File: src/rtl/instr_encoder_pkg.sv
// Types and constants shared by the instruction encoder and the decode path.
// The ImmSrc encoding here must stay identical to the one the decoder uses.
package instr_encoder_pkg;

  typedef enum logic [2:0] {
    IMM_I = 3'b000,
    IMM_S = 3'b001,
    IMM_B = 3'b010,
    IMM_R = 3'b011,
    IMM_U = 3'b100,
    IMM_J = 3'b101
  } imm_src_e;

  localparam logic [6:0] OP_LOAD   = 7'h03;
  localparam logic [6:0] OP_IMM    = 7'h13;
  localparam logic [6:0] OP_AUIPC  = 7'h17;
  localparam logic [6:0] OP_STORE  = 7'h23;
  localparam logic [6:0] OP_OP     = 7'h33;
  localparam logic [6:0] OP_LUI    = 7'h37;
  localparam logic [6:0] OP_BRANCH = 7'h63;
  localparam logic [6:0] OP_JALR   = 7'h67;
  localparam logic [6:0] OP_JAL    = 7'h6F;

  localparam logic [31:0] NOP_INSTR = 32'h0000_0013;

  typedef enum logic [1:0] {
    IDLE = 2'd0,
    LOAD = 2'd1,
    DONE = 2'd2
  } enc_state_e;

endpackage

File: src/rtl/instr_encoder_imm_pack.sv
// Combinational packer: scatters immediate bits into an RV32I word and flags
// immediates that are not the exact sign extension of their encodable bits.
module imm_pack
  import instr_encoder_pkg::*;
(
  input  logic [2:0]  imm_src_i,
  input  logic [6:0]  opcode_i,
  input  logic [4:0]  rd_i,
  input  logic [4:0]  rs1_i,
  input  logic [4:0]  rs2_i,
  input  logic [2:0]  funct3_i,
  input  logic [6:0]  funct7_i,
  input  logic [31:0] imm_i,
  output logic [31:0] instr_o,
  output logic        illegal_o
);

  logic ext11Ok;
  logic ext12Ok;
  logic ext19Ok;
  logic ext20Ok;

  // Each flag is true when the upper bits are all ones or all zeros.
  assign ext11Ok = (&imm_i[31:11]) || !(|imm_i[31:11]);
  assign ext12Ok = (&imm_i[31:12]) || !(|imm_i[31:12]);
  assign ext19Ok = (&imm_i[31:19]) || !(|imm_i[31:19]);
  assign ext20Ok = (&imm_i[31:20]) || !(|imm_i[31:20]);

  always_comb begin
    instr_o   = NOP_INSTR;
    illegal_o = 1'b0;
    case (imm_src_e'(imm_src_i))
      IMM_I: begin
        instr_o   = {imm_i[11:0], rs1_i, funct3_i, rd_i, opcode_i};
        illegal_o = !ext11Ok;
      end
      IMM_S: begin
        instr_o   = {imm_i[11:5], rs2_i, rs1_i, funct3_i, imm_i[4:0], opcode_i};
        illegal_o = !ext11Ok;
      end
      IMM_B: begin
        instr_o   = {imm_i[12], imm_i[10:5], rs2_i, rs1_i, funct3_i,
                     imm_i[4:1], imm_i[11], opcode_i};
        illegal_o = !ext12Ok || imm_i[0];
      end
      IMM_R: begin
        instr_o   = {funct7_i, rs2_i, rs1_i, funct3_i, rd_i, opcode_i};
        illegal_o = 1'b0;
      end
      IMM_U: begin
        instr_o   = {imm_i[19:0], rd_i, opcode_i};
        illegal_o = !ext19Ok;
      end
      IMM_J: begin
        instr_o   = {imm_i[20], imm_i[10:1], imm_i[11], imm_i[19:12], rd_i, opcode_i};
        illegal_o = !ext20Ok || imm_i[0];
      end
      default: begin
        instr_o   = NOP_INSTR;
        illegal_o = 1'b1;
      end
    endcase
    // A bad immediate never leaks a half-encoded word downstream.
    if (illegal_o) begin
      instr_o = NOP_INSTR;
    end
  end

endmodule

File: src/rtl/instr_encoder.sv
// Burst instruction encoder: accepts decoded field bundles, packs them into
// RV32I words and streams them with a running byte address to the loader.
module instr_encoder
  import instr_encoder_pkg::*;
#(
  parameter int                Width    = 32,
  parameter logic [Width-1:0]  BASE_RST = '0
) (
  input  logic             clk,
  input  logic             rst,
  input  logic             start,
  input  logic [Width-1:0] base_addr,
  input  logic [15:0]      len,
  input  logic             in_valid,
  output logic             in_ready,
  input  logic [2:0]       ImmSrc,
  input  logic [6:0]       opcode,
  input  logic [4:0]       rd,
  input  logic [4:0]       rs1,
  input  logic [4:0]       rs2,
  input  logic [2:0]       funct3,
  input  logic [6:0]       funct7,
  input  logic [Width-1:0] imm,
  output logic             out_valid,
  input  logic             out_ready,
  output logic [Width-1:0] out_instr,
  output logic [Width-1:0] out_addr,
  output logic             out_err,
  output logic             busy,
  output logic             done,
  output logic [15:0]      err_count
);

  enc_state_e       state_q, state_d;
  logic [15:0]      remaining_q, remaining_d;
  logic [Width-1:0] addr_q, addr_d;
  logic             out_valid_q, out_valid_d;
  logic [Width-1:0] out_instr_q, out_instr_d;
  logic [Width-1:0] out_addr_q, out_addr_d;
  logic             out_err_q, out_err_d;
  logic [15:0]      err_count_q, err_count_d;

  logic [31:0] packedInstr;
  logic        packedIllegal;
  logic        handshake;

  imm_pack u_imm_pack (
    .imm_src_i (ImmSrc),
    .opcode_i  (opcode),
    .rd_i      (rd),
    .rs1_i     (rs1),
    .rs2_i     (rs2),
    .funct3_i  (funct3),
    .funct7_i  (funct7),
    .imm_i     (imm),
    .instr_o   (packedInstr),
    .illegal_o (packedIllegal)
  );

  assign in_ready  = (state_q == LOAD) && (remaining_q != 16'd0) &&
                     (!out_valid_q || out_ready);
  assign handshake = in_valid && in_ready;

  always_comb begin
    state_d     = state_q;
    remaining_d = remaining_q;
    addr_d      = addr_q;
    case (state_q)
      IDLE: begin
        if (start) begin
          state_d     = (len == 16'd0) ? DONE : LOAD;
          addr_d      = base_addr;
          remaining_d = len;
        end
      end
      LOAD: begin
        if (handshake) begin
          remaining_d = remaining_q - 16'd1;
          addr_d      = addr_q + Width'(4);
          if (remaining_q == 16'd1) begin
            state_d = DONE;
          end
        end
      end
      DONE: begin
        // A new burst may only begin once the last word has left the register.
        if (start && !out_valid_q) begin
          state_d     = (len == 16'd0) ? DONE : LOAD;
          addr_d      = base_addr;
          remaining_d = len;
        end
      end
      default: state_d = IDLE;
    endcase
  end

  always_comb begin
    out_valid_d = out_valid_q;
    out_instr_d = out_instr_q;
    out_addr_d  = out_addr_q;
    out_err_d   = out_err_q;
    err_count_d = err_count_q;
    if (handshake) begin
      out_valid_d = 1'b1;
      out_instr_d = packedInstr;
      out_addr_d  = addr_q;
      out_err_d   = packedIllegal;
      if (packedIllegal && (err_count_q != 16'hFFFF)) begin
        err_count_d = err_count_q + 16'd1;
      end
    end else if (out_ready) begin
      out_valid_d = 1'b0;
    end
  end

  always_ff @(posedge clk or posedge rst) begin
    if (rst) begin
      state_q     <= IDLE;
      remaining_q <= 16'd0;
      addr_q      <= BASE_RST;
      out_valid_q <= 1'b0;
      out_instr_q <= '0;
      out_addr_q  <= BASE_RST;
      out_err_q   <= 1'b0;
      err_count_q <= 16'd0;
    end else begin
      state_q     <= state_d;
      remaining_q <= remaining_d;
      addr_q      <= addr_d;
      out_valid_q <= out_valid_d;
      out_instr_q <= out_instr_d;
      out_addr_q  <= out_addr_d;
      out_err_q   <= out_err_d;
      err_count_q <= err_count_d;
    end
  end

  assign out_valid = out_valid_q;
  assign out_instr = out_instr_q;
  assign out_addr  = out_addr_q;
  assign out_err   = out_err_q;
  assign busy      = (state_q == LOAD);
  assign done      = (state_q == DONE);
  assign err_count = err_count_q;

endmodule
File: config.mk
export PLATFORM = sky130hd
export DESIGN_NAME = instr_encoder
export DESIGN_NICKNAME = d
export VERILOG_FILES = /design/src/rtl/instr_encoder_pkg.sv /design/src/rtl/instr_encoder_imm_pack.sv /design/src/rtl/instr_encoder.sv
export SDC_FILE = /design/constraint.sdc
export NUM_CORES = 1
export LEC_CHECK = 0
export BUFFER_PORTS_ARGS = -buffer_cell sky130_fd_sc_hd__buf_2
export CORE_MARGIN = 4
export CORE_UTILIZATION = 52
export DETAILED_ROUTE_END_ITERATION = 8
export GPL_TIMING_DRIVEN = 1
export PLACE_DENSITY_LB_ADDON = 0.05
export SLEW_MARGIN = 10
export SYNTH_ARGS = -nofsm -noshare
export SYNTH_HDL_FRONTEND = slang
export SYNTH_SLANG_ARGS = --single-unit
File: constraint.sdc
create_clock -name clk -period 4.82 [get_ports clk]
set_input_delay 0.241 -clock clk [delete_from_list [all_inputs] [get_ports clk]]
set_output_delay 0.241 -clock clk [all_outputs]
set_load 0.01 [all_outputs]
# Word-level counts from Yosys, hierarchy flattened

Index checks and enable logic that the tools add are counted.
W data, S select, Z words.

Register bits after elaboration: 132
Input port bits: 120
Output and inout bits: 85
Logic and storage cells: 82

$add $sub $neg: 3
Equality and inequality tests: 13
Muxes and demuxes: 19
Reduce and logical (&&, ||, !) cells: 39

Operators with widths:

| kind                    | count |
|---|---|
| $pmux W32 S6            | 1 |
| $mux W32                | 4 |
| $pmux W32 S3            | 1 |
| $mux W16                | 3 |
| $pmux W16 S3            | 1 |
| $add A32 B3 Y32 const B | 1 |
| $reduce_and A21 Y1      | 1 |
| $reduce_or A21 Y1       | 1 |
| $reduce_and A20 Y1      | 1 |
| $reduce_or A20 Y1       | 1 |
| $add A16 B1 Y16 const B | 1 |
| $eq A16 B1 Y1 const B   | 1 |
| $logic_not A16 Y1       | 1 |
| $ne A16 B16 Y1 const B  | 1 |
| $reduce_bool A16 Y1     | 1 |
| $sub A16 B1 Y16 const B | 1 |
| $reduce_and A13 Y1      | 1 |
| $reduce_or A13 Y1       | 1 |
| $reduce_and A12 Y1      | 1 |
| $reduce_or A12 Y1       | 1 |
| $mux W2                 | 5 |
| $logic_not A1 Y1        | 9 |
| $reduce_and A4 Y1       | 2 |
| $logic_or A1 B1 Y1      | 7 |
| 17 further kinds        | 26 |

# Logic depth before layout (Yosys ltp)

Gate-level depths: netlist of the first run.

Depth in word-level cells: 8
Mapped depth: 9
Depth with buffers taken out: 7

# Hierarchy

Synthesis of the first run repeated with hierarchy kept, for this count alone.

Cells, all modules: 887
Area total of the unflattened synthesis: 7913.8 um^2

By module, submodules not included:

| module        | times used | cells each | area an instance (um^2) | sequential area each (um^2) |
|---|---|---|---|---|
| instr_encoder | 1          | 682        | 6471.2                  | 3303.2 |
| imm_pack      | 1          | 205        | 1442.6                  | 0.0 |

# Least setup slack after synthesis of the first run

Ideal clock, no wire load.

Path type: flip-flop to flip-flop
Start point: reg remaining_q[7]
End point: reg remaining_q[0]
Library setup time: 0.126 ns
Arrival time: 2.145 ns
Required time: 4.694 ns
Path slack: 2.548 ns
Stages on the path, launching flop included: 8
Buffers on the path: 2
Clock period less this slack: 2.272 ns
Cells stage by stage: dfrtp_1 or4_4 nor4_4 a31o_1 buf_4 nand2_2 buf_2 a311o_1

Cells in the longest elaborated chain, start to end: 6

Ends and longest elaborated chain:

| element                            | RTL line             | RTL |
|---|---|---|
| start, declared                    | instr_encoder.sv:35  | `logic [15:0] remaining_q, remaining_d;` |
| start signal, assigned             | instr_encoder.sv:128 | `remaining_q <= remaining_d;` |
| $reduce_bool A16 Y1                | instr_encoder.sv:60  | `assign in_ready = (state_q == LOAD) && (remaining_q != 16'd0) &&` |
| $logic_and A1 B1 Y1 (2 in series)  | instr_encoder.sv:60  |  |
| $logic_and A1 B1 Y1                | instr_encoder.sv:62  | `assign handshake = in_valid && in_ready;` |
| $ne A2 B1 Y1 (no source line)      | --                   |  |
| $reduce_and A4 Y1 (no source line) | --                   |  |

No other way between the ends.
A chain may end at the register's enable or synchronous reset.

# Worst setup path in the final report of the first run

Start point: reg remaining_q[7]
End point: reg addr_q[19]

Cells in the longest elaborated chain, start to end: 6

Ends and longest elaborated chain:

| element                            | RTL line             | RTL |
|---|---|---|
| $reduce_bool A16 Y1                | instr_encoder.sv:60  |  |
| $logic_and A1 B1 Y1 (2 in series)  | instr_encoder.sv:60  |  |
| $logic_and A1 B1 Y1                | instr_encoder.sv:62  |  |
| $ne A2 B1 Y1 (no source line)      | --                   |  |
| $reduce_and A4 Y1 (no source line) | --                   |  |
| end signal, assigned               | instr_encoder.sv:129 | `addr_q <= addr_d;` |
| end, declared                      | instr_encoder.sv:36  | `logic [Width-1:0] addr_q, addr_d;` |

No other way between the ends.

==> impl_metrics.tcl, run 1 <==
set metrics [dict create \
    yosysWarnings 0 \
    slew_violations 0 \
    die-area_um2 15660 \
    syn-num-nets 983 \
    grt_usage 0.2582 \
    synth_cell_types 55 \
    rsz0062_at_grt "false" \
    drt_iter0_drc 687 \
    cp.required_ps 5110 \
    core_area_um2 13350 \
    grt_max_degree 88 \
    setup.worst_path.start "remaining_q[7]" \
    yosysSeqAreaShare 0.4629 \
    antenna_left 0 \
    crit_type "register to register" \
    die-height_um 125.1 \
    worstMarginPinSlew_ps 899.7 \
    place_hpwl_mm 14.35 \
    vias 7130 \
    cts_max_level 4 \
    post-place-ws_ps 1778 \
    drive_above_1_share 0.2469 \
    clockBufferDepth 2 \
    cts_tree "yes" \
    synth_cells 858 \
    rr_startpoint "remaining_q[7]" \
    grt_pass1_vias 6406 \
    routed_wl_mm 20.47 \
    synth_area_um2 7136 \
    post_cts_resized 0 \
    path_clk_slew_ps 60 \
    cts_sinks 132 \
    viasPerCell 5.839 \
    cts_root_buf "clkbuf_16" \
    numCtsBuffers 17 \
    io_buffers 204 \
    cap_violations 0 \
    drtPass1Iterations 6 \
    ir_drop_v 0.0006799 \
    hold_viol_final 0 \
    io_pins 205 \
    grt_overflow 0 \
    arrival_ps 3330 \
    startpoint_type "register" \
    clock_latency_ps 410 \
    fin_crit_ps 3041 \
    p_per_area_nw_per_um2 599.5 \
    tns_ps 0 \
    drc 0 \
    synth-edff-count 0 \
    rows 42 \
    min_period_over_period 0.6308 \
    start_util 0.5346 \
    setup_ws_ps 1779 \
    hp-class "input port to asynchronous set/reset pin" \
    power_mw 5.300 \
    ys_ff_latch 132 \
    max_freq_mhz 328.9 \
    ys.flop_type "dfrtp_1" \
    cts_hold_buffers 0 \
    finalSetupViolCount 0 \
    area_delta_synth_final_pct 23.88 \
    p_leak_nw 4.207 \
    post_drt_wl_per_cell_um 16.76 \
    avgSynthCellArea_um2 8.317 \
    slew_headroom 0.3923 \
    diodes 0 \
    crit_fanout 46 \
    async_reset_ff_frac 1.000 \
    post_cts_buffers 0 \
    status "complete, no violations" \
    gp_congestion 0.9308 \
    grt_pass1_wl_mm 33.25 \
    worstSetupEndpointType "register" \
    die_x_um 125.1 \
    finClkSkew_ps 6.364 \
    nets 1157 \
    antenna_found_initial 0 \
]
-- kinds of logic after synthesis --
logic type | after synthesis | synth area share
AOI/OAI and AO/OA | 268 | 0.2239
xor gates and xnor gates | 15 | 0.01841
buffers and inverters | 68 | 0.03805
DFF | 132 | 0.4629
muxes | 9 | 0.01315
adders and majority gates | 5 | 0.008767
and+or+nand+nor | 361 | 0.2348
-- flip-flops by register name (all words and copies together), names as in the netlist --
signal       flops
state_q          2
out_valid        1
addr_q          32
err_count       16
out_instr       32
remaining_q     16
out_err          1
out_addr        32
-- cell type report --
type / count / area, um^2
fillers: 1169 / 4508
multi-input cells: 658 / 3581
flip-flops and latches: 132 / 3303
repair buffers: 212 / 1081
clock buffers: 20 / 456.7
well taps: 176 / 220.2
clock inverters: 12 / 153.9
inverters: 11 / 43.79
-- metal layers --
metal	GRT usage	share of wire	wire, um	vias to the layer above
met5	0	0	0	-
met4	0.09184	0.026	534	0
met3	0.06269	0.076	1548	34
met2	0.3730	0.44	9026	299
met1	0.3800	0.46	9357	3362
li1	-	-	-	3435
-- worst paths after layout --
| check | cells past startpoint | end | slack, ps |
|---|---|---|---|
| max | 7 | addr_q[19] | 1780 |
| min | 2 | out_addr[19] | 10 |
| max reg2reg | 7 | addr_q[19] | 1780 |
| min reg2reg | 2 | out_addr[27] | 460 |
| max in group asynchronous | 3 | err_count[4] | 3800 |
| min in group clk | 2 | addr_q[0] | 60 |
-- synth_stat cells (4+ instances only) --
| library cell | instances | area [um^2] |
|---|---|---|
| a211oi_1 | 6 | 45.04 |
| a21oi_1 | 105 | 525.5 |
| a22o_1 | 4 | 35.03 |
| a22oi_1 | 12 | 90.09 |
| a2bb2oi_1 | 4 | 35.03 |
| a31oi_1 | 4 | 25.02 |
| a32oi_1 | 4 | 35.03 |
| and3_1 | 21 | 131.4 |
| and4_1 | 6 | 52.55 |
| buf_1 | 5 | 18.77 |
| buf_2 | 10 | 50.05 |
| clkbuf_1 | 41 | 153.9 |
| dfrtp_1 | 132 | 3303 |
| ha_1 | 5 | 62.56 |
| inv_1 | 10 | 37.54 |
| mux2i_1 | 6 | 60.06 |
| nand2_1 | 186 | 698.2 |
| nand2b_1 | 5 | 31.28 |
| nand3_1 | 27 | 135.1 |
| nand4_1 | 13 | 81.33 |
| nor2_1 | 47 | 176.4 |
| nor2b_1 | 12 | 75.07 |
| nor3_1 | 11 | 55.05 |
| nor3b_1 | 5 | 37.54 |
| nor4_1 | 11 | 68.82 |
| o21ai_0 | 65 | 325.3 |
| o22ai_1 | 23 | 143.9 |
| o2bb2ai_1 | 4 | 35.03 |
| o31ai_1 | 24 | 180.2 |
| xnor2_1 | 12 | 105.1 |
-- report_power, final --
| group | leakage (nW) | total [mW] | switching [mW] | internal (mW) |
|---|---|---|---|---|
| clock network | 0.292 | 1.32 | 0.478 | 0.840 |
| registers | 1.65 | 1.97 | 0.404 | 1.57 |
| logic | 2.27 | 2.01 | 1.24 | 0.763 |
| total | 4.21 | 5.30 | 2.13 | 3.17 |
-- placed cells by master (no fill, tap or decap), types with 5 or more instances in the layout --
cell type	instances
buf_2	204
nand2_1	186
dfrtp_1	132
a21oi_1	105
o21ai_0	65
nor2_1	47
nand3_1	27
o31ai_1	24
o22ai_1	23
and3_1	21
clkbuf_16	17
nand4_1	13
a22oi_1	12
nor2b_1	12
xnor2_1	12
nor3_1	11
nor4_1	11
inv_1	8
buf_4	8
a211oi_1	6
and4_1	6
mux2i_1	6
nor3b_1	5
ha_1	5
-- metrics by stage --
stage | std cells | instance area [um^2] | hold slack (ps) | util
after floorplan | 858 | 7136 | 377.0 | -
after global placement | 1189 | 8229 | 448.9 | 0.6165
after detailed placement | 1189 | 8229 | 457.8 | 0.6165
after CTS | 1221 | 8840 | 34.35 | 0.6623
after global routing | 1221 | 8840 | 46.63 | 0.6623
final | 1221 | 8840 | 11.38 | 0.6623
-- critical path: stages (launching register included) --
cell,delay (ps)
dfrtp_1,410
or4_4,580
nor4_4,420
a31oi_4,130
buf_4,310
a21oi_4,670
a21oi_1,60
o2bb2a_1,320
(Power assumes the default switching activity.)
==> inputs of run 2 (changes only) <==
==> constraint.sdc (replaced) <==
create_clock -name clk -period 2.8 [get_ports clk]
set_input_delay 0.14 -clock clk [delete_from_list [all_inputs] [get_ports clk]]
set_output_delay 0.14 -clock clk [all_outputs]
set_load 0.01 [all_outputs]
==> impl_metrics.tcl, run 2 (synthesis results as in run 1) <==
set metrics [dict create \
    status "complete, no violations" \
    cp.required_ps 3090 \
    path_clk_slew_ps 60 \
    cp.buffers_inverters 1 \
    gp_congestion 0.9036 \
    die-height_um 125.1 \
    clock_latency_ps 420 \
    place_hpwl_mm 14.56 \
    start_util 0.5346 \
    io_buffers 204 \
    slew_violations 0 \
    cts_sinks 132 \
    slowest_delay_ps 580 \
    critPathTopFamily "simple AND/OR/NAND/NOR gates" \
    drt_iter0_drc 676 \
    crit_fanout 22 \
    grt_usage 0.2616 \
    finClkSkew_ps 10.91 \
    viasPerCell 5.784 \
    clockBufferDepth 2 \
    routed_wl_mm 20.53 \
    hp-start "len[2]" \
    drtPass1Iterations 6 \
    ir_drop_v 0.0007045 \
    setup_ws_ps 363.5 \
    grt_pass1_vias 6722 \
    critPathSlowestCell "or4_4" \
    n_fill_cell 1166 \
    worstSetupEndpointType "register" \
    area_delta_synth_final_pct 27.04 \
    worstMarginPinSlew_ps 947.2 \
    post_cts_resized 0 \
    crit_type "register to register" \
    cts_max_level 4 \
    vias 7190 \
    cts_root_buf "clkbuf_16" \
    grt_pass1_wl_mm 33.75 \
    antenna_left 0 \
    drc 0 \
    whs_path_depth 3 \
    min_period_over_period 0.8702 \
    finalSetupViolCount 0 \
    startpoint_type "register" \
    grt_overflow 0 \
    ff2ff_setup_slack_ps 360 \
    post_cts_buffers 0 \
    numCtsBuffers 17 \
    diodes 0 \
    io_pins 205 \
    cap_violations 0 \
    drive_above_1_share 0.2512 \
    p_leak_nw 4.313 \
    core_area_um2 13350 \
    grt_max_degree 89 \
    post-place-ws_ps 401.3 \
    rr_startpoint "remaining_q[7]" \
    die-area_um2 15660 \
    worst-r2r-cell-count 7 \
    final_cell_mix "buf_2 (204), nand2_1 (186), dfrtp_1 (132), a21oi_1 (105), o21ai_0 (65)" \
    hold_viol_final 0 \
    rsz0062_at_grt "false" \
    crit_top_cell "a21oi_1" \
    antenna_found_initial 0 \
    cp_cell_sequence "or4_4 > nor4_4 > a31o_4 > nand2_2 > buf_4 > a21oi_1 > a21oi_1" \
    rows 42 \
    r2r-end "addr_q[21]" \
    cts_tree "yes" \
    fin_crit_ps 2437 \
    die_x_um 125.1 \
    arrival_ps 2730 \
    hp-class "input port to register" \
    nets 1179 \
    tns_ps 0 \
    final_common_cell "buf_2" \
    max_freq_mhz 410.4 \
    whs_endpoint "remaining_q[2]" \
    post_drt_wl_per_cell_um 16.51 \
    slew_headroom 0.3672 \
    p_per_area_nw_per_um2 1014 \
]
run 2: per-layer routing:
layer,up-vias,part of all wire,track usage
li1,3477,-,-
met1,3396,0.45,0.3717
met2,285,0.46,0.3970
met3,32,0.071,0.06311
met4,0,0.019,0.08737
met5,-,0,0
run 2: final cells by class:
type / count / area (um^2) / share of cell area
sequential: 132 / 3303 / 0.3644
tap: 176 / 220.2 / 0.02429
clock buffer: 19 / 442.9 / 0.04886
inverter: 11 / 45.04 / 0.004969
multi-input combinational: 658 / 3581 / 0.3950
timing repair buffer: 234 / 1314 / 0.1449
clock inverter: 13 / 158.9 / 0.01753
run 2: timing repair:
item | 4_1_cts | 5_1_grt
hold endpoints to repair | 50 | 0
hold buffers | 12 | 0
setup endpoints to repair | 0 | 0
run 2: stage by stage:
step	instances	cell area (um^2)	total power, mW	utilization	hold slack (ps)
global placement	1199	8343	6.846	0.6250	374.4
CTS	1243	9065	9.225	0.6791	13.27
finish	1243	9065	9.190	0.6791	26.01
global route	1243	9065	9.884	0.6791	28.74
detailed placement	1199	8343	6.925	0.6250	376.3
floorplan	858	7139	5.663	-	276.0
run 2: tightest hold or removal path, stage by stage:
cell	delay, ps
buf_2	90
a21oi_1	50
o21ai_0	120
run 2: power by group:
group	total (mW)	switching (mW)	internal [mW]
sequential	3.38	0.675	2.70
clock	2.26	0.837	1.42
combinational	3.56	2.16	1.39
run 2: worst max path at each step:
stage              startpoint             end  slack (ps)  cells after the start
3_5_place_dp   remaining_q[7]      addr_q[21]         400                      7
6_report       remaining_q[7]      addr_q[21]         360                      7
5_1_grt        remaining_q[7]  remaining_q[6]         230                      7
2_1_floorplan  remaining_q[7]  remaining_q[0]         530                      7
3_3_place_gp   remaining_q[7]      addr_q[28]         440                      6
4_1_cts        remaining_q[7]      addr_q[21]         380                      7
==> inputs of run 3 (changes only) <==
--- a/config.mk
+++ b/config.mk
@@ -7,7 +7,7 @@
 export LEC_CHECK = 0
 export BUFFER_PORTS_ARGS = -buffer_cell sky130_fd_sc_hd__buf_2
 export CORE_MARGIN = 4
-export CORE_UTILIZATION = 52
+export CORE_UTILIZATION = 53
 export DETAILED_ROUTE_END_ITERATION = 8
 export GPL_TIMING_DRIVEN = 1
 export PLACE_DENSITY_LB_ADDON = 0.05
==> constraint.sdc (replaced) <==
create_clock -name clk -period 2.51 [get_ports clk]
set_input_delay 0.1255 -clock clk [delete_from_list [all_inputs] [get_ports clk]]
set_output_delay 0.1255 -clock clk [all_outputs]
set_load 0.01 [all_outputs]
==> impl_metrics.tcl, run 3 (synthesis results as in run 1) <==
set metrics [dict create \
    clock_latency_ps 420 \
    net-switching-power_mw 4.102 \
    nets 1184 \
    finClkSkew_ps 10.65 \
    core_area_um2 13190 \
    cap_violations 0 \
    worstSetupEndpointType "register" \
    switching_share 0.3925 \
    path_clk_slew_ps 60 \
    hold_viol_final 0 \
    gp_congestion 0.9386 \
    whs_path_depth 3 \
    setup.worst_path.start "remaining_q[7]" \
    p_leak_nw 4.377 \
    ir_drop_v 0.0007118 \
    p_seq_frac 0.360 \
    min_period_over_period 0.9475 \
    slew_violations 0 \
    r2r-end "addr_q[19]" \
    cts_max_level 4 \
    utilization 0.6960 \
    cts_root_buf "clkbuf_16" \
    vias 7115 \
    final_common_cell "buf_2" \
    crit_type "register to register" \
    slew_headroom 0.5276 \
    cts_tree "yes" \
    clkPwrFrac 0.256 \
    ff2ff_setup_slack_ps 130 \
    antenna_found_initial 0 \
    crit_end "addr_q[19]" \
    grt_overflow 0 \
    die-area_um2 15380 \
    seq_area_um2 3303 \
    worst-r2r-cell-count 8 \
    clockBufferDepth 2 \
    final_cell_mix "buf_2 (204), nand2_1 (186), dfrtp_1 (132), a21oi_1 (105), o21ai_0 (65)" \
    fin_crit_ps 2378 \
    power_frac_comb 0.385 \
    hp-class "input port to register" \
    drt_iter0_drc 601 \
    area_delta_synth_final_pct 28.65 \
    start_util 0.5410 \
    grt_usage 0.2685 \
    antenna_left 0 \
    crit_fanout 34 \
    arrival_ps 2670 \
    post_drt_wl_per_cell_um 16.39 \
    multi_input_area_um2 3593 \
    finalSetupViolCount 0 \
    routed_wl_mm 20.44 \
    max_freq_mhz 420.5 \
    viasPerCell 5.706 \
    die_x_um 124.0 \
    diodes 0 \
    drive_above_1_share 0.2549 \
    startpoint_type "register" \
    drc 0 \
    status "complete, no violations" \
    grt_max_degree 133 \
    cp.required_ps 2800 \
    grt_pass1_wl_mm 32.66 \
    p_int_mw 6.351 \
    grt_pass1_vias 6435 \
    worstMarginPinSlew_ps 708.7 \
    rr_startpoint "remaining_q[7]" \
    io_buffers 204 \
    place_hpwl_mm 14.34 \
    drtPass1Iterations 8 \
    p_per_area_nw_per_um2 1139 \
    cts_sinks 132 \
    holdWs_ps 11.15 \
    io_pins 205 \
    numCtsBuffers 17 \
    n_fill_cell 1132 \
    rows 42 \
    die-height_um 124.0 \
]
[run 3: changes by cell type in the layout (fill, tap and decap cells not counted), moves of 2 or more]
cell        before  now
clkinvlp_4       4    1
clkbuf_8         1    3
buf_6            0    3
inv_6            0    2
clkinv_2         4    2
[run 3: how the worst min path moves through the flow]
stage	startpoint	endpoint	slack, ps
final	len[7]	remaining_q[7]	10
after floorplan	opcode[2]	out_instr[2]	260
after global placement	base_addr[0]	addr_q[0]	360
after detailed placement	base_addr[0]	addr_q[0]	360
after global routing	rs2[1]	out_instr[21]	40
after CTS	len[7]	remaining_q[7]	4
[run 3: power by group through the flow]
stage | Clock (mW) | Combinational (mW) | Sequential [mW]
2_1_floorplan | 0 | 2.47 | 3.85
5_1_grt | 2.82 | 4.53 | 3.90
6_report | 2.67 | 4.02 | 3.76
3_5_place_dp | 0 | 3.97 | 3.77
3_3_place_gp | 0 | 3.88 | 3.76
4_1_cts | 2.72 | 4.00 | 3.75
[run 3: cell type report]
class,instances,share of cell area
Multi-Input combinational cell,658,0.3914
Clock inverter,11,0.01895
Timing Repair Buffer,239,0.1501
Clock buffer,20,0.05084
Tap cell,176,0.02399
Inverter,11,0.004907
Sequential cell,132,0.3598
[run 3: metrics by stage]
step                      cell area, um^2  setup TNS [ps]  total power, mW  cells  worst slack, ps
after floorplan                      7139               0            6.317    858            238.4
after global placement               8378               0            7.636   1202            56.70
after detailed placement             8378               0            7.739   1202            22.34
after CTS                            9149               0            10.47   1246            1.696
after global routing                 9180         -0.3613            11.24   1247          -0.3613
final                                9180               0            10.45   1247            131.8
[run 3: layer usage]
metal,wire (um),global-route usage
met5,0,0
met4,369,0.08419
met3,1446,0.05540
met2,9356,0.4066
met1,9266,0.3887
[run 3: what timing repair did]
action	4_1_cts	5_1_grt
resized for setup	0	5
hold buffers	13	0
setup endpoints to repair	0	50
hold endpoints to repair	144	0
buffers inserted	0	1
[run 3: critical path, cell delays in order (launching register included)]
cell	delay, ps
dfrtp_1	410
or4_4	590
nor4_4	210
buf_4	190
a31oi_4	130
a21oi_4	160
buf_12	200
a21oi_1	60
o2bb2a_1	310
